===== config.mk =====
export PLATFORM = sky130hd
export DESIGN_NAME = serial_frame_rx_flat
export DESIGN_NICKNAME = d
export VERILOG_FILES = /design/src/rtl/serial_frame_rx_pkg.sv /design/src/rtl/serial_frame_rx_if.sv /design/src/rtl/serial_frame_rx_shift_in.sv /design/src/rtl/serial_frame_rx.sv /design/src/flat_wrapper.sv
export SDC_FILE = /design/constraint.sdc
export NUM_CORES = 1
export LEC_CHECK = 0
export ABC_CLOCK_PERIOD_IN_PS = 1690
export BUFFER_PORTS_ARGS = -buffer_cell sky130_fd_sc_hd__buf_2
export CAP_MARGIN = 15
export CELL_PAD_IN_SITES_DETAIL_PLACEMENT = 1
export CELL_PAD_IN_SITES_GLOBAL_PLACEMENT = 1
export CORE_MARGIN = 2
export CORE_UTILIZATION = 43
export CTS_BUF_LIST = sky130_fd_sc_hd__clkbuf_16
export CTS_CLUSTER_DIAMETER = 150
export DETAILED_ROUTE_END_ITERATION = 6
export PLACE_DENSITY = 0.82
export SLEW_MARGIN = 20
export SYNTH_ARGS = -nofsm -noshare
export SYNTH_HDL_FRONTEND = slang
export SYNTH_SLANG_ARGS = --single-unit

===== constraint.sdc =====
create_clock -name clk -period 1.69 [get_ports clk]
set_input_delay 0.4225 -clock clk [delete_from_list [all_inputs] [get_ports clk]]
set_output_delay 0.4225 -clock clk [all_outputs]
set_load 0.1 [all_outputs]

===== src/rtl/serial_frame_rx_pkg.sv =====
// Shared definitions for the serial frame receiver: state encodings, line
// levels and the registered pulse bundle.
package serial_frame_rx_pkg;

   // FSM state encodings (kept identical to the matching transmitter)
   localparam logic [1:0] S_IDLE = 2'd0;
   localparam logic [1:0] S_DATA = 2'd1;
   localparam logic [1:0] S_PAR  = 2'd2;
   localparam logic [1:0] S_STOP = 2'd3;

   // Line levels
   localparam logic IDLE_LVL  = 1'b1;
   localparam logic START_LVL = 1'b0;

   // One-cycle status pulses; at most one field is set in any cycle
   typedef struct packed {
      logic valid;
      logic frame_err;
      logic parity_err;
   } rx_pulse_t;

endpackage


===== src/rtl/serial_frame_rx_if.sv =====
// Bus between a serial source and the frame receiver. The source drives d
// one bit per rising clk edge; the receiver returns the rebuilt word and
// one-cycle status pulses (no backpressure: a pulse is seen exactly once).
interface serial_frame_rx_if #(
   parameter int WIDTH = 8
);
   logic             d;
   logic [WIDTH-1:0] q;
   logic             valid;
   logic             frame_err;
   logic             parity_err;
   logic [1:0]       dbg_state;

   modport master (
      output d,
      input  q, valid, frame_err, parity_err, dbg_state
   );

   modport slave (
      input  d,
      output q, valid, frame_err, parity_err, dbg_state
   );
endinterface


===== src/rtl/serial_frame_rx_shift_in.sv =====
// Enable-gated right shifter: each enabled edge pushes d into the MSB, so a
// LSB-first serial word ends up aligned after WIDTH enabled edges.
module shift_in #(
   parameter int WIDTH = 8
) (
   input  logic             clk,
   input  logic             rst_n,
   input  logic             en,
   input  logic             d,
   output logic [WIDTH-1:0] word
);

   logic [WIDTH-1:0] r_word;

   // Shift in one bit from the top on every enabled edge
   always_ff @(posedge clk or negedge rst_n) begin
      if (!rst_n) begin
         r_word <= '0;
      end else if (en) begin
         r_word <= {d, r_word[WIDTH-1:1]};
      end
   end

   assign word = r_word;

endmodule


===== src/rtl/serial_frame_rx.sv =====
// Framed serial receiver: start bit (0), WIDTH data bits LSB first, optional
// even-parity bit, stop bit (1). Rebuilds the parallel word and reports
// good word / frame error / parity error as registered one-cycle pulses.
module serial_frame_rx
   import serial_frame_rx_pkg::*;
#(
   parameter int WIDTH     = 8,
   parameter bit PARITY_EN = 1'b0
) (
   input  logic               clk,
   input  logic               rst_n,
   serial_frame_rx_if.slave   bus
);

   localparam int CW = $clog2(WIDTH) + 1;
   localparam logic [CW-1:0] LAST_BIT = CW'(WIDTH - 1);

   logic [1:0]       r_state;
   logic [CW-1:0]    r_cnt;
   logic             r_par_bad;
   logic [WIDTH-1:0] r_q;
   rx_pulse_t        r_pulse;

   logic             w_shift_en;
   logic             w_last_bit;
   logic [WIDTH-1:0] w_word;

   assign w_shift_en = (r_state == S_DATA);
   assign w_last_bit = (r_cnt == LAST_BIT);

   shift_in #(.WIDTH(WIDTH)) u_shift_in (
      .clk   (clk),
      .rst_n (rst_n),
      .en    (w_shift_en),
      .d     (bus.d),
      .word  (w_word)
   );

   // Frame FSM with data bit counter and parity tracking
   always_ff @(posedge clk or negedge rst_n) begin
      if (!rst_n) begin
         r_state   <= S_IDLE;
         r_cnt     <= '0;
         r_par_bad <= 1'b0;
      end else begin
         case (r_state)
            S_IDLE: begin
               if (bus.d == START_LVL) begin
                  r_state   <= S_DATA;
                  r_cnt     <= '0;
                  r_par_bad <= 1'b0;
               end
            end
            S_DATA: begin
               // Counter stops at the last data bit and never wraps past it
               if (w_last_bit) begin
                  r_cnt   <= '0;
                  r_state <= PARITY_EN ? S_PAR : S_STOP;
               end else begin
                  r_cnt <= r_cnt + CW'(1);
               end
            end
            S_PAR: begin
               // Even parity: data ones plus parity bit must be even
               r_par_bad <= (^w_word) ^ bus.d;
               r_state   <= S_STOP;
            end
            S_STOP: begin
               r_state <= S_IDLE;
            end
            default: begin
               r_state <= S_IDLE;
            end
         endcase
      end
   end

   // Stop-bit evaluation: update word or raise exactly one error pulse
   always_ff @(posedge clk or negedge rst_n) begin
      if (!rst_n) begin
         r_pulse <= '0;
         r_q     <= '0;
      end else begin
         r_pulse <= '0;
         if (r_state == S_STOP) begin
            if (bus.d == IDLE_LVL) begin
               if (r_par_bad) begin
                  r_pulse.parity_err <= 1'b1;
               end else begin
                  r_pulse.valid <= 1'b1;
                  r_q           <= w_word;
               end
            end else begin
               // A broken stop bit wins over any parity result
               r_pulse.frame_err <= 1'b1;
            end
         end
      end
   end

   assign bus.q          = r_q;
   assign bus.valid      = r_pulse.valid;
   assign bus.frame_err  = r_pulse.frame_err;
   assign bus.parity_err = PARITY_EN ? r_pulse.parity_err : 1'b0;
   assign bus.dbg_state  = r_state;

endmodule


===== src/flat_wrapper.sv =====
// flat-port wrapper written by rule: the top's interface ports become plain ports
module serial_frame_rx_flat import serial_frame_rx_pkg::*;
#(
   parameter int WIDTH     = 8,
   parameter bit PARITY_EN = 1'b0
)
  (clk, rst_n, bus_d, bus_q, bus_valid, bus_frame_err, bus_parity_err, bus_dbg_state);
  serial_frame_rx_if #(.WIDTH(WIDTH)) bus_i ();
  input  logic clk;
  input  logic rst_n;
  input wire logic [$bits(bus_i.d)-1:0] bus_d;
  output wire logic [$bits(bus_i.q)-1:0] bus_q;
  output wire logic [$bits(bus_i.valid)-1:0] bus_valid;
  output wire logic [$bits(bus_i.frame_err)-1:0] bus_frame_err;
  output wire logic [$bits(bus_i.parity_err)-1:0] bus_parity_err;
  output wire logic [$bits(bus_i.dbg_state)-1:0] bus_dbg_state;
  assign bus_i.d = bus_d;
  assign bus_q = bus_i.q;
  assign bus_valid = bus_i.valid;
  assign bus_frame_err = bus_i.frame_err;
  assign bus_parity_err = bus_i.parity_err;
  assign bus_dbg_state = bus_i.dbg_state;
  serial_frame_rx #(.WIDTH(WIDTH), .PARITY_EN(PARITY_EN)) u_core (.clk(clk), .rst_n(rst_n), .bus(bus_i));
endmodule

==> flow_summary.yaml <==
placed_design:
  gp_congestion: 0.763
  hpwl_microns: 1580
  post-place-ws_ns: 0.0239
  io_buffers: 14
final_layout:
  area_delta_synth_final_pct: 19.2
  fillers: 280
  fin_nets: 134
  final_common_cell: "nand2_1"
  post-route-util_pct: 54.4
  num_antenna_cells: 0
  layout_common_cells: "29 x nand2_1, 23 x dfrtp_1, 14 x buf_2, 9 x mux2_2, 7 x xnor2_1"
  drive_gt1_share_pct: 29.0
yosys:
  synth-xor-area-share_pct: 5.42
  synth_compound_area_share_pct: 5.42
  ys_seq_elements: 25
  seq_area_frac_synth_pct: 55.3
  synth-simple-area-share_pct: 15.9
  synth_top_family_by_area: "simple AND/OR/NAND/NOR gates"
  synth_area_leaders: "dfrtp_1 55%, nand2_1 9.6%, mux2_2 9.0%"
  synthAdderAreaFrac_pct: 6.64
  synth_nets: 113
  netlist_area_sq_um: 1130
  yosys.area.top_type_share_pct: 55.3
  synth_area_leader_cell: "dfrtp_1"
  synthMuxAreaShare_pct: 8.96
  avgSynthCellArea_sq_um: 10.9
  yosysWarnings: 0
  netlist_instances: 104
  yosys.cell_types.count: 23
worst_setup_path:
  cpPeakStageDelay_ns: 0.50
  crit_arrival_ns: 1.75
  cp_slowest_cell: "dfrtp_4"
  critPathBufInv: 1
  start_kind: "flip-flop"
  crit_path_end_kind: "flip-flop"
  crit_type: "flip-flop to flip-flop"
  critPathTopFamily: "flip-flops"
  crit_chain: "inv_2, ha_2, and2_4, nor2_1, mux2_2, a22o_1"
  cp.required_ns: 1.84
  worstPathMaxFanout: 5
clocking:
  clkTransAtPathRegs_ns: 0.06
  cts-htree-levels: 1
  numCtsBuffers: 3
  root_buffer: "clkbuf_16"
  cts_num_sinks: 25
  clockBufferDepth: 2
  clock_latency_ns: 0.26
  hold_buffers: 0
  cts_tree: "yes"
timing:
  worst_slew_pin_slew_ns: 0.544
  min_period_ns: 1.61
  rsz0062_at_grt: "false"
  slew_violations: 0
  whs_ns: 0.145
  max_freq_ghz: 0.623
  slew_headroom_pct: 63.7
  setup_tns_ns: 0
  period_share_pct: 95.0
  hold_violations: 0
  setup_viol: 0
  finalWorstSetupSlack_ns: 0.0849
  finClkSkew_ns: 0.00240
outcome:
  status: "completed"
drt:
  vias: 771
  drt_wl_total_microns: 2270
  vias_per_cell: 5.01
  drc_errors: 0
  drt.antenna.violating_nets: 0
  firstDrtPassIters: 4
  post_drt_wl_per_cell_microns: 14.7
  drt_iter0_drc: 9
die:
  chipHeight_microns: 55.3
  start_util_pct: 45.7
  num_rows: 18
  io_pins: 16
  die-area_sq_um: 3060
  dieWidth_microns: 55.3
  fp.coreArea_sq_um: 2480
grt:
  track_usage_pct: 17.3
  antenna_found_initial: 0
  grt_pass1_wl_microns: 4030
  grt_max_degree: 26
  grt_remaining_overflow: 0
  grt_pass1_vias: 814
run:
  cap_violations: 0
min_path:
  min-delay-path-class: "input port to async pin"
[what timing repair did]
item	4_1_cts	5_1_grt
setup endpoints to repair	0	1
resized for setup	0	2
buffers inserted	0	0
[synth_stat cells]
cell type and instances:
a22o_1 1, xnor2_1 7, clkinv_1 1, mux2_2 9
a21oi_1 2, nor2b_1 1, o31ai_1 1, conb_1 1
nand2_1 29, a32o_1 1, nand4b_1 1, nor2_1 3
nor3b_1 1, and2_1 2, buf_4 1, dfrtp_1 25
ha_1 6, o21ai_0 5, inv_1 2, clkbuf_1 1
nor3_1 1, nand3_1 1, nand3b_1 2
[per-layer routing]
metal	vias up	global-route usage (%)	share of wire [%]
li1	382	-	-
met1	374	21.6	46
met2	11	29.4	50
met3	4	2.81	2.4
met4	0	7.32	1.4
met5	-	0	0
[sequential cells by signal, summed over array words and instances, names as in the netlist]
name                    cells
u_core.bus.dbg_state        2
u_core.r_par_bad            1
u_core.bus.valid            1
u_core.bus.frame_err        1
u_core.bus.q                8
u_core.r_cnt                4
u_core.u_shift_in.word      8
[final cells by class]
type / instances / area, sq um / share of cell area, %
Clock buffer: 3 / 75.1 / 5.57
Clock inverter: 1 / 3.75 / 0.278
Inverter: 3 / 11.3 / 0.835
Multi-Input combinational cell: 74 / 488 / 36.2
Sequential cell: 25 / 633 / 46.9
Tap cell: 30 / 37.5 / 2.78
Timing Repair Buffer: 18 / 100 / 7.42
[path summary, 6_finish.rpt]
kind,startpoint,endpoint,slack [ns],depth (start not counted)
setup / recovery,u_core.bus.dbg_state[1],u_core.r_cnt[2],0.08,6
hold / removal,rst_n,u_core.bus.dbg_state[0],0.14,1
setup reg to reg,u_core.bus.dbg_state[1],u_core.r_cnt[2],0.08,6
hold reg to reg,u_core.bus.q[5],u_core.bus.q[5],0.47,2
max in group asynchronous,rst_n,u_core.bus.dbg_state[1],1.14,1
min in group clk,bus_d,u_core.bus.frame_err,0.42,2
[through the flow]
step	cells	area (sq um)
3_3_place_gp	150	1260
6_report	154	1350
2_1_floorplan	104	1140
5_1_grt	154	1350
4_1_cts	154	1340
3_5_place_dp	150	1260
[cells by family after synthesis]
logic type / count (synthesis)
and+or+nand+nor: 41
DFF: 25
AOI/OAI and AO/OA: 10
muxes: 9
xor gates and xnor gates: 7
adders and majority gates: 6
buffers and inverters: 5
other: 1
Power is not shown: default switching activity piles up to over one toggle a cycle in this logic, so the estimate is an artifact.
